$ cat config.mk
export PLATFORM = sky130hd
export DESIGN_NAME = sram_arbiter
export DESIGN_NICKNAME = d
export VERILOG_FILES = /design/src/rtl/sram_arbiter.sv
export SDC_FILE = /design/constraint.sdc
export NUM_CORES = 1
export LEC_CHECK = 0
export CORE_ASPECT_RATIO = 0.6
export CORE_UTILIZATION = 57
export CTS_CLUSTER_DIAMETER = 200
export CTS_CLUSTER_SIZE = 28
export DETAILED_ROUTE_END_ITERATION = 10
export GPL_ROUTABILITY_DRIVEN = 0
export PLACE_DENSITY_LB_ADDON = 0.2
export SLEW_MARGIN = 15
export SYNTH_ARGS = -nofsm -noshare
export SYNTH_HDL_FRONTEND = slang
export SYNTH_SLANG_ARGS = --single-unit
$ cat constraint.sdc
create_clock -name clk -period 4.1 [get_ports clk]
set_input_delay 0.615 -clock clk [delete_from_list [all_inputs] [get_ports clk]]
set_output_delay 0.615 -clock clk [all_outputs]
set_load 0.005 [all_outputs]
$ cat src/rtl/sram_arbiter.sv
// SRAM arbiter: shares one 8-bit asynchronous SRAM between the 6502 and a DMA
// requester. CPU writes are posted through a small FIFO. CPU reads stall the
// CPU through RDY. DMA uses a req/ack handshake. Every SRAM access is
// sequenced as a fixed-length ACCESS phase. Every write is followed by a TURN
// cycle, so the data bus is released before anything else drives it.
module sram_arbiter #(
  parameter int AW         = 16,
  parameter int ACC_CYC    = 2,
  parameter int WBUF_DEPTH = 4,
  parameter int STARVE_MAX = 4
) (
  input  logic          clk,
  input  logic          reset,
  input  logic          cpu_sel,
  input  logic          cpu_we,
  input  logic [AW-1:0] cpu_addr,
  input  logic [7:0]    cpu_wdata,
  output logic [7:0]    cpu_rdata,
  output logic          cpu_rdy,
  input  logic          dma_req,
  input  logic          dma_we,
  input  logic [AW-1:0] dma_addr,
  input  logic [7:0]    dma_wdata,
  output logic [7:0]    dma_rdata,
  output logic          dma_ack,
  output logic [AW-1:0] sram_addr,
  output logic [7:0]    sram_dout,
  input  logic [7:0]    sram_din,
  output logic          sram_oe,
  output logic          sram_ce_n,
  output logic          sram_we_n,
  output logic          wbuf_ovf
);

  localparam int              PW         = (WBUF_DEPTH > 1) ? $clog2(WBUF_DEPTH) : 1;
  localparam int              SW         = $clog2(STARVE_MAX + 1);
  localparam logic [3:0]      LAST_CNT   = 4'(ACC_CYC - 1);
  localparam logic [PW:0]     FULL_CNT   = (PW + 1)'(WBUF_DEPTH);
  localparam logic [PW:0]     ZERO_CNT   = (PW + 1)'(0);
  localparam logic [SW-1:0]   STARVE_LIM = SW'(STARVE_MAX);

  typedef enum logic [1:0] {IDLE = 2'd0, ACCESS = 2'd1, TURN = 2'd2} state_t;
  typedef enum logic [1:0] {SRC_CPU_RD = 2'd0, SRC_CPU_WR = 2'd1, SRC_DMA = 2'd2} src_t;

  state_t          state, state_nx;
  src_t            src, grant_src;
  logic [3:0]      cnt;
  logic            op_we;
  logic            grant, grant_we;
  logic [AW-1:0]   grant_addr;
  logic [7:0]      grant_data;
  logic            rd_done;
  logic [SW-1:0]   starve;

  logic [AW-1:0]   fifo_addr [WBUF_DEPTH];
  logic [7:0]      fifo_data [WBUF_DEPTH];
  logic [PW-1:0]   wr_ptr, rd_ptr;
  logic [PW:0]     fifo_cnt;

  logic fifo_empty, fifo_full, push, pop, wr_attempt;
  logic cpu_rd_pend, dma_pend, last, acc_end;

  assign fifo_empty  = (fifo_cnt == ZERO_CNT);
  assign fifo_full   = (fifo_cnt == FULL_CNT);
  assign wr_attempt  = cpu_sel & cpu_we;
  assign push        = wr_attempt & ~fifo_full;
  assign cpu_rd_pend = cpu_sel & ~cpu_we & ~rd_done;
  // The ack cycle still shows dma_req high; that is the request just served.
  assign dma_pend    = dma_req & ~dma_ack;
  assign last        = (cnt == LAST_CNT);
  assign acc_end     = (state == ACCESS) & last;
  assign pop         = acc_end & (src == SRC_CPU_WR);
  assign cpu_rdy     = ~(cpu_sel & ~cpu_we & ~rd_done);

  // Arbitration in IDLE and next-state selection.
  always_comb begin
    state_nx   = state;
    grant      = 1'b0;
    grant_src  = SRC_CPU_RD;
    grant_we   = 1'b0;
    grant_addr = {AW{1'b0}};
    grant_data = 8'h00;
    case (state)
      IDLE: begin
        if (dma_pend && (starve == STARVE_LIM)) begin
          grant = 1'b1; grant_src = SRC_DMA; grant_we = dma_we;
          grant_addr = dma_addr; grant_data = dma_wdata;
        end else if (!fifo_empty) begin
          grant = 1'b1; grant_src = SRC_CPU_WR; grant_we = 1'b1;
          grant_addr = fifo_addr[rd_ptr]; grant_data = fifo_data[rd_ptr];
        end else if (cpu_rd_pend) begin
          grant = 1'b1; grant_src = SRC_CPU_RD; grant_we = 1'b0;
          grant_addr = cpu_addr;
        end else if (dma_pend) begin
          grant = 1'b1; grant_src = SRC_DMA; grant_we = dma_we;
          grant_addr = dma_addr; grant_data = dma_wdata;
        end else begin
          grant = 1'b0;
        end
        if (grant) begin
          state_nx = ACCESS;
        end else begin
          state_nx = IDLE;
        end
      end
      ACCESS: begin
        if (last) begin
          state_nx = op_we ? TURN : IDLE;
        end else begin
          state_nx = ACCESS;
        end
      end
      TURN:    state_nx = IDLE;
      default: state_nx = IDLE;
    endcase
  end

  // State register, access cycle counter and latched operation type.
  always_ff @(posedge clk or posedge reset) begin
    if (reset) begin
      state <= IDLE;
      cnt   <= 4'd0;
      src   <= SRC_CPU_RD;
      op_we <= 1'b0;
    end else begin
      state <= state_nx;
      if (grant) begin
        cnt   <= 4'd0;
        src   <= grant_src;
        op_we <= grant_we;
      end else if ((state == ACCESS) && !last) begin
        cnt <= cnt + 4'd1;
      end
    end
  end

  // Registered SRAM strobes; address and data are held from grant through TURN.
  always_ff @(posedge clk or posedge reset) begin
    if (reset) begin
      sram_ce_n <= 1'b1;
      sram_we_n <= 1'b1;
      sram_oe   <= 1'b0;
      sram_addr <= {AW{1'b0}};
      sram_dout <= 8'h00;
    end else if (grant) begin
      sram_ce_n <= 1'b0;
      sram_we_n <= 1'b1;
      sram_oe   <= grant_we;
      sram_addr <= grant_addr;
      sram_dout <= grant_data;
    end else if ((state == ACCESS) && !last) begin
      sram_ce_n <= 1'b0;
      sram_we_n <= ~op_we;
      sram_oe   <= op_we;
    end else begin
      sram_ce_n <= 1'b1;
      sram_we_n <= 1'b1;
      sram_oe   <= 1'b0;
    end
  end

  // Read data capture and the one-cycle completion flags.
  always_ff @(posedge clk or posedge reset) begin
    if (reset) begin
      rd_done   <= 1'b0;
      dma_ack   <= 1'b0;
      cpu_rdata <= 8'h00;
      dma_rdata <= 8'h00;
    end else begin
      rd_done <= acc_end & (src == SRC_CPU_RD);
      dma_ack <= acc_end & (src == SRC_DMA);
      if (acc_end && (src == SRC_CPU_RD)) cpu_rdata <= sram_din;
      if (acc_end && (src == SRC_DMA) && !op_we) dma_rdata <= sram_din;
    end
  end

  // Count CPU grants made while DMA waits, so DMA cannot starve.
  always_ff @(posedge clk or posedge reset) begin
    if (reset) begin
      starve <= {SW{1'b0}};
    end else if (!dma_req || (grant && (grant_src == SRC_DMA))) begin
      starve <= {SW{1'b0}};
    end else if (grant && (starve != STARVE_LIM)) begin
      starve <= starve + SW'(1);
    end
  end

  // Posted-write FIFO storage (data path only, no reset needed).
  always_ff @(posedge clk) begin
    if (push) begin
      fifo_addr[wr_ptr] <= cpu_addr;
      fifo_data[wr_ptr] <= cpu_wdata;
    end
  end

  // FIFO pointers, occupancy and the sticky overflow flag.
  always_ff @(posedge clk or posedge reset) begin
    if (reset) begin
      wr_ptr   <= {PW{1'b0}};
      rd_ptr   <= {PW{1'b0}};
      fifo_cnt <= ZERO_CNT;
      wbuf_ovf <= 1'b0;
    end else begin
      if (push) wr_ptr <= wr_ptr + PW'(1);
      if (pop)  rd_ptr <= rd_ptr + PW'(1);
      if (push && !pop)      fifo_cnt <= fifo_cnt + (PW + 1)'(1);
      else if (pop && !push) fifo_cnt <= fifo_cnt - (PW + 1)'(1);
      if (wr_attempt && fifo_full) wbuf_ovf <= 1'b1;
    end
  end

endmodule

=== After elaboration in Yosys (flattened, before gate mapping) ===
Memory sizes are Yosys's and may differ from the RTL's.
Cells that the tools add are included.

* Register bits: 65
* RAM bits: 96
* Input port bits: 62
* Output and inout bits: 46
* Word-level logic and storage cells: 115
* Memories kept: 2

* Add/subtract/negate cells: 6
* Equal/unequal tests: 8
* Mux-type cells: 44
* Bitwise gates (word level): 15
* Reductions and logical operators: 22

{| class="wikitable"
|+ Memories
! name !! words !! width !! read ports !! clocked after memory_dff !! write ports !! RTL line !! text
|-
| fifo_addr || 4 || 16 || 1 || 0 || 1 || 55 || <nowiki>logic [AW-1:0] fifo_addr [WBUF_DEPTH];</nowiki>
|-
| fifo_data || 4 || 8 || 1 || 0 || 1 || 56 || <nowiki>logic [7:0] fifo_data [WBUF_DEPTH];</nowiki>
|}

{| class="wikitable"
|+ Operators by type and width
! cell !! count
|-
| 2-to-1 mux 16 bit || 5
|-
| 2-to-1 mux 8 bit || 5
|-
| 2-to-1 mux 1 bit || 20
|-
| 2-to-1 mux 2 bit || 7
|-
| 2-to-1 mux 3 bit || 4
|-
| logical AND 1 bit || 10
|-
| AND 1 bit || 9
|-
| 2-to-1 mux 4 bit || 2
|-
| adder 3 x 1 -> 3 bit, second input constant || 2
|-
| equality test 3 bit, second input constant || 2
|-
| inverter 1 bit || 6
|-
| nonzero test 2 bit || 3
|-
| zero test 1 bit || 5
|-
| adder 2 x 1 -> 2 bit, second input constant || 2
|-
| adder 4 x 1 -> 4 bit, second input constant || 1
|-
| equality test 2 x 1 -> 1 bit, second input constant || 2
|-
| equality test 2 bit, second input constant || 2
|-
| equality test 4 x 1 -> 1 bit, second input constant || 1
|-
| zero test 2 bit || 2
|-
| one-hot mux 2 bit (2 select lines) || 1
|-
| zero test 3 bit || 1
|-
| != test 3 bit, second input constant || 1
|-
| subtractor 3 x 1 -> 3 bit, second input constant || 1
|-
| logical OR 1 bit || 1
|}

=== Logic depth before layout (Yosys ltp) ===
* Depth after elaboration: 11
* Mapped depth: 11
* Mapped depth without buffers: 11

=== Worst setup path before layout ===
No wires, ideal clock.

* Kind: reg2reg
* From: reg cnt[1]
* To: reg fifo_cnt[1]
* Setup time: 0.125 ns
* Arrival time: 2.200 ns
* Required time: 3.975 ns
* Slack: 1.775 ns
* Stages on the path, launching flop included: 10
* Cell sequence: dfrtp_1 -> inv_1 -> ha_1 -> or3b_2 -> nor2_1 -> nand3b_1 -> ha_1 -> inv_1 -> fa_1 -> mux2_2

* Cells in the longest elaborated chain, start to end: 6
* Elaborated cells between the ends (all ways): 8

{| class="wikitable"
|+ Ends and longest elaborated chain
! what !! RTL line !! text
|-
| start: declaration || 47 || <nowiki>logic [3:0] cnt;</nowiki>
|-
| start signal: assignment || 132 || <nowiki>cnt <= cnt + 4'd1;</nowiki>
|-
| equality test 4 x 1 -> 1 bit * || 70 || <nowiki>assign last = (cnt == LAST_CNT);</nowiki>
|-
| AND 1 bit * || 71 || <nowiki>assign acc_end = (state == ACCESS) & last;</nowiki>
|-
| AND 1 bit * || 72 || <nowiki>assign pop = acc_end & (src == SRC_CPU_WR);</nowiki>
|-
| zero test 1 bit || 206 || <nowiki>if (push && !pop) fifo_cnt <= fifo_cnt + (PW + 1)'(1);</nowiki>
|-
| logical AND 1 bit || 206 ||
|-
| 2-to-1 mux 3 bit or nonzero test 2 bit (tied branches) || -- ||
|-
| end signal: assignment || 206 ||
|-
| end signal: assignment || 207 || <nowiki>else if (pop && !push) fifo_cnt <= fifo_cnt - (PW + 1)'(1);</nowiki>
|-
| end: declaration || 58 || <nowiki>logic [PW:0] fifo_cnt;</nowiki>
|}

Mark *: on every way between the ends. The rest lies on a longest branch, timed or not.
A chain may end at the register's enable or synchronous reset.

=== Final worst setup path ===
* From: in cpu_sel
* To: out cpu_rdy

* Cells in the longest elaborated chain, start to end: 3

{| class="wikitable"
|+ Ends and longest elaborated chain
! what !! RTL line !! text
|-
| start: declaration || 14 || <nowiki>input logic cpu_sel,</nowiki>
|-
| AND 1 bit (2 in a row) || 73 || <nowiki>assign cpu_rdy = ~(cpu_sel & ~cpu_we & ~rd_done);</nowiki>
|-
| inverter 1 bit || 73 ||
|-
| end: declaration || 19 || <nowiki>output logic cpu_rdy,</nowiki>
|}

Every way passes these cells.

==> flow_metrics.env <==
export IMPL_grt_max_degree=50
export IMPL_avgViaCountPerCell=5.99
export IMPL_synth_edf_count=96
export IMPL_htreeDepth=4
export IMPL_postRouteAntennaNets=0
export IMPL_yosys_top_cells_area="edfxtp_1 (43%), dfrtp_1 (23%), mux4_2 (8.1%)"
export IMPL_crit_start="cpu_sel"
export IMPL_slew_headroom_pct=38.0
export IMPL_wirelength_mm=15.1
export IMPL_vias=4267
export IMPL_antenna_found_initial=0
export IMPL_n_fill_cell=682
export IMPL_port_buffer_count=107
export IMPL_area_growth_synth_to_final_pct=26.5
export IMPL_endpoint_kind="primary output"
export IMPL_stdcell_count=712
export IMPL_hpwl_mm=9.70
export IMPL_path_class="input pin to primary output"
export IMPL_hold_viol=0
export IMPL_cts_setup_buffers=0
export IMPL_cts_max_path_buffers=2
export IMPL_drt_iter0_markers=280
export IMPL_clock_latency_ns=0.42
export IMPL_power_density_nw_per_um2=695
export IMPL_drive_above_1_share_pct=17.8
export IMPL_cp_required_ns=3.48
export IMPL_numCtsBuffers=17
export IMPL_dieArea_sq_um=12200
export IMPL_grt_first_pass_wirelength_mm=23.7
export IMPL_io_pins=108
export IMPL_postCtsHoldBufs=0
export IMPL_rows=30
export IMPL_critPathMaxFanout=20
export IMPL_async_flop_share_pct=40.4
export IMPL_grt_pass1_vias=4416
export IMPL_die_height_microns=86.1
export IMPL_cp_arrival_ns=2.24
export IMPL_seq_area_frac_synth_pct=67.2
export IMPL_postCtsResizedCells=0
export IMPL_hold_path_class="flip-flop to flip-flop"
export IMPL_status="complete, no violations"
export IMPL_synth_seq_cells=161
export IMPL_synth_cell_types=49
export IMPL_cts_sinks=161
export IMPL_gr_usage_met1_pct=37.5
export IMPL_route_detailed_wl_per_inst_microns=21.2
export IMPL_cts_tree="done"
export IMPL_synth_net_count=499
export IMPL_cts_root_buf="clkbuf_16"
export IMPL_syn_area_sq_um=6710
export IMPL_ir_drop_v=0.000379
export IMPL_dr_pass1_iters=7
export IMPL_slew_viol_final=0
export IMPL_startpoint_type="input pin"
export IMPL_yosys_most_used_dff="edfxtp_1"
export IMPL_worstMarginPinSlew_ns=0.930
export IMPL_yosys_area_top_type="edfxtp_1"
export IMPL_coreArea_sq_um=11400
export IMPL_grtUsageMet3_pct=8.88
export IMPL_synth_cells=427
export IMPL_setup_tns_ns=0
export IMPL_grt_ovfl_total=0
export IMPL_skew_ns=0.0109
export IMPL_nets=611
export IMPL_grt_use_met2_pct=39.8
export IMPL_grt_usage_pct=26.9
export IMPL_syn_area_per_cell_sq_um=15.7
export IMPL_synth_top_area_share_pct=43.0
export IMPL_drc_errors=0
export IMPL_fin_crit_sh_pct=69.7
export IMPL_hold_start="wbuf_ovf"
export IMPL_finalSetupViolations=0
export IMPL_die_w_microns=142
export IMPL_n_antenna_cell=0
export IMPL_rsz0062_at_grt="no"
export IMPL_leakage_nw=3.18
export IMPL_ys_warn_count=0
export IMPL_max_freq_ghz=0.350
export IMPL_initial_core_util_pct=59.0
export IMPL_period_needed_ns=2.86
export IMPL_cap_violations=0
export IMPL_clk_pin_slew_ns=0.06
export IMPL_grt_busiest_layer="met2"
export IMPL_dpl_cell_count=680
export IMPL_r2r_start="cnt[1]"
## worst paths after layout
kind,end,slack [ns],cells after the start
worst max-delay path,cpu_rdy,1.24,5
worst min-delay path,wbuf_ovf,0.48,1
worst max register to register,fifo_cnt[1],1.48,9
worst min register to register,wbuf_ovf,0.48,1
max in group asynchronous,sram_dout[3],2.68,3
min in group asynchronous,dma_rdata[4],0.67,2
## critical path, stage by stage
cell             delay [ns]
clkdlybuf4s50_1        0.50
nor3b_2                0.20
buf_4                  0.30
inv_1                  0.14
clkdlybuf4s50_1        0.47
## where the power goes
group          leakage (nW)  internal (W)  switching [W]  total, W
clock network         0.272      0.000846       0.000663   0.00151
registers              1.67       0.00213       0.000331   0.00246
logic                  1.23       0.00102       0.000916   0.00194
## flip-flops by register name, indices dropped and copies added, names as in the netlist
| name | flops |
|---|---|
| sram_addr | 16 |
| fifo_data | 32 |
| cpu_rdata | 8 |
| dma_rdata | 8 |
| sram_dout | 8 |
| sram_ce_n | 1 |
| op_we | 1 |
| wr_ptr | 2 |
| fifo_cnt | 3 |
| sram_we_n | 1 |
| rd_ptr | 2 |
| wbuf_ovf | 1 |
| state | 2 |
| dma_ack | 1 |
| fifo_addr | 64 |
| starve | 3 |
| rd_done | 1 |
| cnt | 4 |
| src | 2 |
| sram_oe | 1 |
## cells in the mapped netlist (2+ instances only)
cell / instances
a21oi_1: 23
a2bb2oi_1: 16
a32oi_1: 8
and2_1: 5
and4b_1: 2
buf_2: 11
buf_4: 3
buf_6: 4
clkbuf_1: 7
dfrtp_1: 63
dfstp_2: 2
edfxtp_1: 96
ha_1: 9
inv_1: 9
mux2_2: 17
mux4_2: 24
nand2_1: 31
nand3_1: 3
nor2_1: 13
nor3_2: 2
nor3b_1: 2
o21ai_0: 26
o21ai_1: 3
o31ai_1: 16
xnor2_1: 5
xor2_1: 4
## logic make-up (layout without fill, tap and decap cells)
| logic type | after synthesis | in the layout | share of synthesized area (%) |
|---|---|---|---|
| AOI/OAI and AO/OA | 100 | 100 | 9.94 |
| xor gates and xnor gates | 9 | 9 | 1.17 |
| muxes | 41 | 41 | 10.9 |
| DFF | 161 | 161 | 67.2 |
| adders and majority gates | 10 | 10 | 1.98 |
| buffers and inverters | 35 | 160 | 2.80 |
| and+or+nand+nor | 71 | 71 | 5.98 |
## cells in the final DEF, fill, tap and decap left out, drive strengths merged, types with 3 or more instances in the layout
cell           instances
inv                   15
xnor2                  5
dfrtp                 63
nand2                 32
ha                     9
edfxtp                96
mux2                  17
nor3                   3
a32oi                  8
and2                   5
mux4                  24
clkdlybuf4s50        107
clkbuf                18
o21ai                 29
clkinv                 5
o31ai                 17
a2bb2oi               16
nor3b                  3
nor2                  13
nand3                  3
xor2                   4
a21oi                 23
buf                   12
## metrics by stage
| step | hold slack (ns) | instance area (sq um) | setup slack (ns) | total power, W | utilization [%] |
|---|---|---|---|---|---|
| 2_1_floorplan | 0.460 | 6710 | 1.78 | 0.00360 | - |
| 3_3_place_gp | 0.457 | 7930 | 1.31 | 0.00431 | 69.8 |
| 3_5_place_dp | 0.468 | 7930 | 1.19 | 0.00439 | 69.8 |
| 4_1_cts | 0.482 | 8490 | 1.27 | 0.00592 | 74.7 |
| 5_1_grt | 0.507 | 8490 | 1.21 | 0.00622 | 74.7 |
| 6_report | 0.482 | 8490 | 1.24 | 0.00590 | 74.7 |
## routing by layer
layer	vias up	part of all wire (%)
met5	-	0
met4	0	1.7
met3	29	9.2
met2	200	46
met1	2155	43
li1	1883	-
## area by class of cell
type	count	area (sq um)	area share, %
Sequential cell	161	4510	53.1
Timing Repair Buffer	119	1160	13.7
Multi-Input combinational cell	231	2030	23.9
Clock inverter	14	129	1.52
Clock buffer	18	429	5.05
Tap cell	160	200	2.36
Inverter	9	35.0	0.412
Power figures use the tool's default switching activity.
